==> config.mk <==
export PLATFORM = sky130hd
export DESIGN_NAME = fsk2_rx_flat
export DESIGN_NICKNAME = d
export VERILOG_FILES = /design/src/rtl/fsk2_rx_if.sv /design/src/rtl/fsk2_rx.sv /design/src/flat_wrapper.sv
export SDC_FILE = /design/constraint.sdc
export NUM_CORES = 1
export LEC_CHECK = 0
export ABC_AREA = 0
export CELL_PAD_IN_SITES_DETAIL_PLACEMENT = 1
export CELL_PAD_IN_SITES_GLOBAL_PLACEMENT = 1
export CORE_MARGIN = 4
export CORE_UTILIZATION = 40
export DETAILED_ROUTE_END_ITERATION = 16
export GPL_TIMING_DRIVEN = 0
export PLACE_DENSITY_LB_ADDON = 0.05
export RECOVER_POWER = 25
export SETUP_SLACK_MARGIN = 0.1
export SYNTH_ARGS = -nofsm -noshare
export SYNTH_HDL_FRONTEND = slang
export SYNTH_SLANG_ARGS = --single-unit
==> constraint.sdc <==
create_clock -name sys_clk -period 2.15 [get_ports sys_clk]
set_input_delay 0.43 -clock sys_clk [delete_from_list [all_inputs] [get_ports sys_clk]]
set_output_delay 0.43 -clock sys_clk [all_outputs]
set_load 0.01 [all_outputs]
==> src/rtl/fsk2_rx_if.sv <==
// Sample stream in and decoded word out for the 2-FSK receiver.
// The bench drives through master and the receiver attaches as slave.
interface fsk2_rx_if;
  logic        rx_flag;
  logic [15:0] rx;
  logic [15:0] data_out;
  logic        data_valid;
  logic        frame_err;

  modport master (output rx_flag, rx, input data_out, data_valid, frame_err);
  modport slave  (input rx_flag, rx, output data_out, data_valid, frame_err);
endinterface

==> src/rtl/fsk2_rx.sv <==
// 2-FSK receiver: counts midpoint crossings per bit and decodes 16-bit words MSB first.
// data_valid follows the last sample of a frame by one cycle; rx_flag low mid-frame aborts it.
module fsk2_rx #(
  parameter logic [15:0] BIT_LEN   = 16'd1000,
  parameter logic [7:0]  ZC_THRESH = 8'd6,
  parameter logic [15:0] MID       = 16'd32768
) (
  input  logic     sys_clk,
  input  logic     sys_rst_n,
  fsk2_rx_if.slave rx_if
);

  localparam logic [1:0] ST_IDLE = 2'd0;
  localparam logic [1:0] ST_RECV = 2'd1;
  localparam logic [1:0] ST_DONE = 2'd2;

  logic [1:0]  state_q, state_d;
  logic [15:0] sample_cnt_q, sample_cnt_d;
  logic [7:0]  zc_cnt_q, zc_cnt_d;
  logic [3:0]  bit_cnt_q, bit_cnt_d;
  logic [15:0] shreg_q, shreg_d;
  logic        prev_above_q, prev_above_d;
  logic [15:0] data_out_q, data_out_d;
  logic        data_valid_q, data_valid_d;
  logic        frame_err_q, frame_err_d;

  logic        above;
  logic [7:0]  zc_inc;
  logic [7:0]  zc_new;
  logic        bit_dec;

  assign above = (rx_if.rx >= MID);

  always_comb begin
    state_d      = state_q;
    sample_cnt_d = sample_cnt_q;
    zc_cnt_d     = zc_cnt_q;
    bit_cnt_d    = bit_cnt_q;
    shreg_d      = shreg_q;
    prev_above_d = prev_above_q;
    data_out_d   = data_out_q;
    data_valid_d = 1'b0;
    frame_err_d  = 1'b0;

    // Crossing count including the current sample, saturating at 255
    zc_inc  = (zc_cnt_q == 8'hFF) ? zc_cnt_q : zc_cnt_q + 8'd1;
    zc_new  = (above != prev_above_q) ? zc_inc : zc_cnt_q;
    bit_dec = (zc_new >= ZC_THRESH);

    case (state_q)
      ST_IDLE: begin
        if (rx_if.rx_flag) begin
          // First sample only seeds the level; it cannot close a bit since BIT_LEN >= 2
          state_d      = ST_RECV;
          prev_above_d = above;
          sample_cnt_d = 16'd1;
          zc_cnt_d     = 8'd0;
          bit_cnt_d    = 4'd0;
          shreg_d      = 16'd0;
        end
      end
      ST_RECV: begin
        if (!rx_if.rx_flag) begin
          frame_err_d  = 1'b1;
          state_d      = ST_IDLE;
          sample_cnt_d = 16'd0;
          zc_cnt_d     = 8'd0;
          bit_cnt_d    = 4'd0;
          shreg_d      = 16'd0;
        end else begin
          prev_above_d = above;
          if (sample_cnt_q == BIT_LEN - 16'd1) begin
            shreg_d      = {shreg_q[14:0], bit_dec};
            sample_cnt_d = 16'd0;
            zc_cnt_d     = 8'd0;
            if (bit_cnt_q == 4'd15) begin
              data_out_d   = {shreg_q[14:0], bit_dec};
              data_valid_d = 1'b1;
              state_d      = ST_DONE;
              bit_cnt_d    = 4'd0;
            end else begin
              bit_cnt_d = bit_cnt_q + 4'd1;
            end
          end else begin
            sample_cnt_d = sample_cnt_q + 16'd1;
            zc_cnt_d     = zc_new;
          end
        end
      end
      ST_DONE: begin
        // Wait for a low rx_flag cycle so a lingering frame cannot retrigger
        if (!rx_if.rx_flag) state_d = ST_IDLE;
      end
      default: state_d = ST_IDLE;
    endcase
  end

  always_ff @(posedge sys_clk or negedge sys_rst_n) begin
    if (!sys_rst_n) begin
      state_q      <= ST_IDLE;
      sample_cnt_q <= 16'd0;
      zc_cnt_q     <= 8'd0;
      bit_cnt_q    <= 4'd0;
      shreg_q      <= 16'd0;
      prev_above_q <= 1'b0;
      data_out_q   <= 16'd0;
      data_valid_q <= 1'b0;
      frame_err_q  <= 1'b0;
    end else begin
      state_q      <= state_d;
      sample_cnt_q <= sample_cnt_d;
      zc_cnt_q     <= zc_cnt_d;
      bit_cnt_q    <= bit_cnt_d;
      shreg_q      <= shreg_d;
      prev_above_q <= prev_above_d;
      data_out_q   <= data_out_d;
      data_valid_q <= data_valid_d;
      frame_err_q  <= frame_err_d;
    end
  end

  assign rx_if.data_out   = data_out_q;
  assign rx_if.data_valid = data_valid_q;
  assign rx_if.frame_err  = frame_err_q;

endmodule

==> src/flat_wrapper.sv <==
// flat-port wrapper written by rule: the top's interface ports become plain ports
module fsk2_rx_flat 
#(
  parameter logic [15:0] BIT_LEN   = 16'd1000,
  parameter logic [7:0]  ZC_THRESH = 8'd6,
  parameter logic [15:0] MID       = 16'd32768
)
  (sys_clk, sys_rst_n, rx_if_rx_flag, rx_if_rx, rx_if_data_out, rx_if_data_valid, rx_if_frame_err);
  fsk2_rx_if rx_if_i ();
  input  logic sys_clk;
  input  logic sys_rst_n;
  input wire logic [$bits(rx_if_i.rx_flag)-1:0] rx_if_rx_flag;
  input wire logic [$bits(rx_if_i.rx)-1:0] rx_if_rx;
  output wire logic [$bits(rx_if_i.data_out)-1:0] rx_if_data_out;
  output wire logic [$bits(rx_if_i.data_valid)-1:0] rx_if_data_valid;
  output wire logic [$bits(rx_if_i.frame_err)-1:0] rx_if_frame_err;
  assign rx_if_i.rx_flag = rx_if_rx_flag;
  assign rx_if_i.rx = rx_if_rx;
  assign rx_if_data_out = rx_if_i.data_out;
  assign rx_if_data_valid = rx_if_i.data_valid;
  assign rx_if_frame_err = rx_if_i.frame_err;
  fsk2_rx #(.BIT_LEN(BIT_LEN), .ZC_THRESH(ZC_THRESH), .MID(MID)) u_core (.sys_clk(sys_clk), .sys_rst_n(sys_rst_n), .rx_if(rx_if_i));
endmodule
Word level (Yosys, flattened, before mapping)

Cells that the tools add are included.

$lt $le $gt $ge: 2
Equal/unequal tests: 10
Reduce and logical (&&, ||, !) cells: 8
Multiplexer cells: 31
Add/subtract/negate cells: 3

Operator list:

| operator                                                                | number |
|---|---|
| 16-bit 2-to-1 mux                                                       | 3 |
| 15-bit 2-to-1 mux                                                       | 3 |
| 8-bit 2-to-1 mux                                                        | 5 |
| 16-bit one-hot mux with 2 select lines                                  | 1 |
| 15-bit one-hot mux with 2 select lines                                  | 1 |
| 16-bit by 1-bit adder with 16-bit output, second input constant         | 1 |
| 16-bit by 10-bit equality test with 1-bit output, second input constant | 1 |
| 16-bit >= comparator, second input constant                             | 1 |
| 4-bit 2-to-1 mux                                                        | 4 |
| 8-bit one-hot mux with 2 select lines                                   | 1 |
| 2-bit 2-to-1 mux                                                        | 5 |
| 8-bit by 1-bit adder with 8-bit output, second input constant           | 1 |
| 8-bit equality test, second input constant                              | 1 |
| 8-bit by 3-bit >= comparator with 1-bit output, second input constant   | 1 |
| 4-bit one-hot mux with 2 select lines                                   | 1 |
| 4-bit AND reduction                                                     | 2 |
| 1-bit 2-to-1 mux                                                        | 6 |
| 3-bit by 2-bit != test with 1-bit output, second input constant         | 2 |
| 2-bit one-hot mux with 3 select lines                                   | 1 |
| 4-bit by 1-bit adder with 4-bit output, second input constant           | 1 |
| 4-bit equality test, second input constant                              | 1 |
| 2-bit != test, second input constant                                    | 2 |
| 2-bit AND reduction                                                     | 2 |
| 3-bit AND reduction                                                     | 1 |
| 6 further kinds                                                         | 6 |

Output and inout port bits: 18
Word-level logic and storage cells: 63
Bits of input ports: 19
Register bits: 64

Longest topological paths before layout

Word-level depth: 7
Depth in mapped cells: 8

Least setup slack after synthesis

No wires, ideal clock.

Path type: reg2reg
Start point: reg u_core.sample_cnt_q[3]
End point: reg u_core.data_out_q[10] (netlist: u_core.rx_if.data_out[10])
Path buffers: 1
Setup time: 125 ps
Cell stages (with the launch flop): 6
Slack: -87 ps
Clock period less this slack: 2237 ps
Arrival time: 2112 ps
Cell sequence: dfrtp_1 -> or4b_4 -> nor4_4 -> nand3_4 -> buf_6 -> mux2_4

Word-level cells in the longest chain between the ends: 2

Ends and longest elaborated chain:

| element                                          | line           | source |
|---|---|---|
| from (decl)                                      | fsk2_rx.sv:18  | `logic [15:0] sample_cnt_q, sample_cnt_d;` |
| from (signal assigned)                           | fsk2_rx.sv:111 | `sample_cnt_q <= sample_cnt_d;` |
| 16-bit by 10-bit equality test with 1-bit output | fsk2_rx.sv:72  | `if (sample_cnt_q == BIT_LEN - 16'd1) begin` |
| 4-bit AND reduction (no line)                    | -              |  |
| to (signal assigned)                             | fsk2_rx.sv:116 | `data_out_q <= data_out_d;` |
| to (decl)                                        | fsk2_rx.sv:23  | `logic [15:0] data_out_q, data_out_d;` |

No other way between the ends.
A chain may end at the register's enable or synchronous reset.

Final worst setup path

Start point: reg u_core.sample_cnt_q[3]
End point: reg u_core.data_out_q[5] (netlist: u_core.rx_if.data_out[5])

The elaborated chain is that of the path after synthesis.

==> results by group <==
Finish
  – Final non-filler cell total: 452
  – Proportion of layout cells with a drive suffix above 1: 39.1%
  – Area taken by multi-input logic gates: 1710 um^2
  – Area growth from synthesis to layout: 41.5%
  – FF/Latch Area: 1610 um^2
  – Area of all placed cells without fillers: 4360 um^2
  – Utilization after layout: 59.1%
  – Total Nets Final: 371
  – Count of filler cells inserted in the layout: 753
  – Diodes inserted: 0

Setup path
  – Number of buffers and inverters on the critical path: 2
  – WP data required: 2380 ps
  – Crit path launch type: flop
  – Worst-path fanout max: 5
  – Startpoint-to-endpoint class of the critical path: reg -> reg
  – List of cells traversed by the critical path: or4b_4 -> nor4_4 -> buf_4 -> nand3_4 -> buf_12 -> mux2_4
  – CP top delay family: simple AND/OR/NAND/NOR gates
  – Crit path DAT: 2450 ps
  – Longest individual stage delay on the worst path: 580 ps
  – Critical-path cell with the highest stage delay: sky130_fd_sc_hd__or4b_4
  – CP endpoint kind: flop

Routing
  – First-pass iteration count of the detailed router: 4
  – Via count normalized by instance count: 5.56
  – Wire length per cell after detailed routing: 18.8 um
  – Total wirelength of the detailed-routed design: 8.52 mm
  – Number of nets with antenna violations after routing: 0
  – Via Count: 2515
  – Drt first-iter violations: 82
  – Residual DRC: 0

Synthesis
  – Synth Flop Type: sky130_fd_sc_hd__dfrtp_1
  – Cell type with the highest aggregate area in the netlist: sky130_fd_sc_hd__dfrtp_1
  – Fraction of post-synthesis cell area in the top cell type by area: 52.0%
  – Async SR Flop Fraction: 100%
  – Synthesized netlist net count: 305
  – Mapped Avg Cell Area: 10.9 um^2
  – Cell types with the highest counts after synthesis: sky130_fd_sc_hd__dfrtp_1, sky130_fd_sc_hd__o21ai_0, sky130_fd_sc_hd__nand2_1
  – Area of the mapped netlist: 3080 um^2
  – Number of enable-type register cells in the synthesized netlist: 0
  – Most frequent cell after synthesis: sky130_fd_sc_hd__dfrtp_1
  – Portion of the post-synthesis area used by sequential elements: 52.0%
  – Post-synthesis cell type count: 49
  – Instance count of the mapped netlist: 283
  – Synth Register Bits: 64
  – Most area-consuming cells after synthesis: sky130_fd_sc_hd__dfrtp_1, sky130_fd_sc_hd__mux2_4, sky130_fd_sc_hd__o21ai_0
  – Count of yosys warnings during synthesis: 0

STA
  – Number of setup violations in the final report: 16
  – Portion of the clock cycle consumed by the worst path in the final layout: 104%
  – Worst setup margin: -76.2 ps
  – Final period demand of the worst path: 2230 ps
  – Fmax: 0.449 GHz
  – Headroom to the max-slew limit: -9.06%
  – Final hold slack: 486 ps
  – Max Clock Skew: 9.04 ps
  – Number of failing hold endpoints at the final stage: 0
  – Least-Margin Pin Slew: 1640 ps
  – Unrepaired setup endpoints after global routing: yes
  – Fin. max-slew vios: 65

Place
  – Cell count after placement: 403
  – Number of I/O port buffers: 21
  – Post-Place Cell Area: 3420 um^2
  – Half-perimeter wire length after placement: 4.93 mm
  – Placer's final routability congestion estimate: 0.784

Clocking
  – Clock transition at the registers of the reported paths: 70 ps
  – Clock insertion delay at the later pin of the skew report: 340 ps
  – Maximum level of the CTS H-tree: 3
  – TritonCTS clock tree: built
  – Maximum buffer depth of the clock tree: 2
  – Library cell used as clock root buffer: sky130_fd_sc_hd__clkbuf_8
  – Number of CTS-inserted buffers: 9
  – Number of clock sinks: 64
  – Hold-fix buffer count after cts: 0

Floorplan
  – DIE WIDTH: 95.7 um
  – Die ar.: 9170 um^2
  – Effective utilization at floorplan: 41.8%
  – Chip Height: 95.7 um
  – Row cnt: 31
  – IO Pins: 37
  – Core area: 7370 um^2

GRT
  – Number of antenna violations at the first check in global routing: 0
  – Total gr overflow: 0
  – Gr usage total: 20.1%
  – Largest net degree at the start of global routing: 65
  – Number of global-route vias before repair: 2599
  – First-pass GRT wire length: 13.7 mm

Pwr
  – Peak VDD IR: 356 uV
  – Power Density: 573 nW/um^2
  – Net switching share of the total power: 25.9%
  – Combinational share of power: 10.2%
  – Flop pwr share: 49.6%
  – Leak pwr: 1.92 nW
  – Internal: 1.85 mW
  – Clock Power Share: 40.2%
  – Net Switching: 647 uW

Flow run
  – Maximum Capacitance Violations: 1

Worst hold path
  – Kind of path behind the tightest hold check: reg -> reg

Status
  – Violations in the final reports: max-capacitance violations, max-slew violations, negative setup slack
  – Outcome: finished with violations
## state kept, by name, indices dropped and copies added (netlist names)
register,flops
u_core.bit_cnt_q,4
u_core.rx_if.data_valid,1
u_core.rx_if.data_out,16
u_core.sample_cnt_q,16
u_core.prev_above_q,1
u_core.shreg_q,15
u_core.zc_cnt_q,8
u_core.rx_if.frame_err,1
u_core.state_q,2
## logic make-up (layout without fill, tap and decap cells)
logic type / count (synthesis) / count (layout) / share of synthesized area (%)
multiplexers: 16 / 16 / 7.07
adder cells (fa/ha/maj): 3 / 3 / 1.22
AO/OA/AOI/OAI: 85 / 85 / 18.4
AND/OR/NAND/NOR: 91 / 92 / 16.1
flip-flops: 64 / 64 / 52.0
XOR/XNOR: 9 / 9 / 2.56
buffers and inverters: 15 / 84 / 2.64
## cell type report
type                            count  share of cell area (%)
Tap cell                           99                    2.84
Clock buffer                        9                    2.84
Clock inverter                      6                    1.41
Timing Repair Buffer               55                    13.9
Multi-Input combinational cell    205                    39.3
Buffer                             13                    2.73
Sequential cell                    64                    36.9
Inverter                            1                  0.0861
## worst register-to-register path, stage by stage (launching register included)
cell and delay, ps:
sky130_fd_sc_hd__dfrtp_2 410, sky130_fd_sc_hd__or4b_4 580, sky130_fd_sc_hd__nor4_4 330, sky130_fd_sc_hd__buf_4 190, sky130_fd_sc_hd__nand3_4 130, sky130_fd_sc_hd__buf_12 180
sky130_fd_sc_hd__mux2_4 290
## metal layers
metal  vias up  part of all wire [%]  global-route usage [%]
met5         -                     0                       0
met3        18                   2.7                    3.52
met1      1277                    43                    25.8
met2        39                    52                    33.5
li1       1181                     -                       -
met4         0                   2.5                    8.06
## power groups by stage
stage               sequential [mW]  combinational, mW  clock (mW)
floorplan                      1.25             0.0786           0
global placement               1.26              0.141           0
detailed placement             1.26              0.144           0
CTS                            1.23              0.215        1.04
global route                   1.24              0.279        1.09
finish                         1.24              0.256        1.00
## path summary, 6_finish.rpt
kind	cells past startpoint	slack, ps	endpoint	start
hold reg to reg	1	490	u_core.sample_cnt_q[15]$_DFFE_PN0P_	u_core.sample_cnt_q[15]$_DFFE_PN0P_
min in group asynchronous	1	500	u_core.rx_if.data_out[9]$_DFFE_PN0P_	sys_rst_n
setup reg to reg	6	-80	u_core.rx_if.data_out[5]$_DFFE_PN0P_	u_core.sample_cnt_q[3]$_DFFE_PN0P_
setup / recovery	6	-80	u_core.rx_if.data_out[5]$_DFFE_PN0P_	u_core.sample_cnt_q[3]$_DFFE_PN0P_
hold / removal	1	490	u_core.sample_cnt_q[15]$_DFFE_PN0P_	u_core.sample_cnt_q[15]$_DFFE_PN0P_
max in group asynchronous	1	560	u_core.sample_cnt_q[1]$_DFFE_PN0P_	sys_rst_n
## per-stage QoR
step           setup WS, ps  power [mW]  setup TNS (ps)
3_5_place_dp           -526        1.40          -17650
4_1_cts               -48.7        2.49            -574
3_3_place_gp          -1590        1.40         -115530
6_report              -76.2        2.50            -898
2_1_floorplan          90.8        1.33               0
5_1_grt                -119        2.61           -1910
## what timing repair did
action                                 4_1_cts  5_1_grt
setup endpoints to repair                   60       61
gates cloned                                 6        0
buffers inserted                            22        7
resized for setup                           75       55
endpoints found under the hold margin        0        0
pin swaps                                   14       29
## cells in the final DEF (no fill, tap or decap), types with 4 or more instances in the layout
cell type                         instances
sky130_fd_sc_hd__buf_6                   16
sky130_fd_sc_hd__nor2_2                   4
sky130_fd_sc_hd__nor2_1                  13
sky130_fd_sc_hd__buf_4                   14
sky130_fd_sc_hd__mux2_4                  10
sky130_fd_sc_hd__o21ai_2                  8
sky130_fd_sc_hd__clkbuf_1                 4
sky130_fd_sc_hd__xor2_1                   6
sky130_fd_sc_hd__clkbuf_8                 9
sky130_fd_sc_hd__nand2_1                 15
sky130_fd_sc_hd__buf_8                    4
sky130_fd_sc_hd__and3_1                   7
sky130_fd_sc_hd__nand2_2                  6
sky130_fd_sc_hd__nand4_1                  4
sky130_fd_sc_hd__nand3_1                 11
sky130_fd_sc_hd__o21ai_0                  4
sky130_fd_sc_hd__mux2_2                   6
sky130_fd_sc_hd__a22o_1                  16
sky130_fd_sc_hd__o21ai_1                 18
sky130_fd_sc_hd__a21oi_2                  8
sky130_fd_sc_hd__clkdlybuf4s50_1         19
sky130_fd_sc_hd__dfrtp_1                 59
sky130_fd_sc_hd__a31oi_1                  6
sky130_fd_sc_hd__dfrtp_2                  5
No activity file was read; power rests on OpenSTA's default activity.
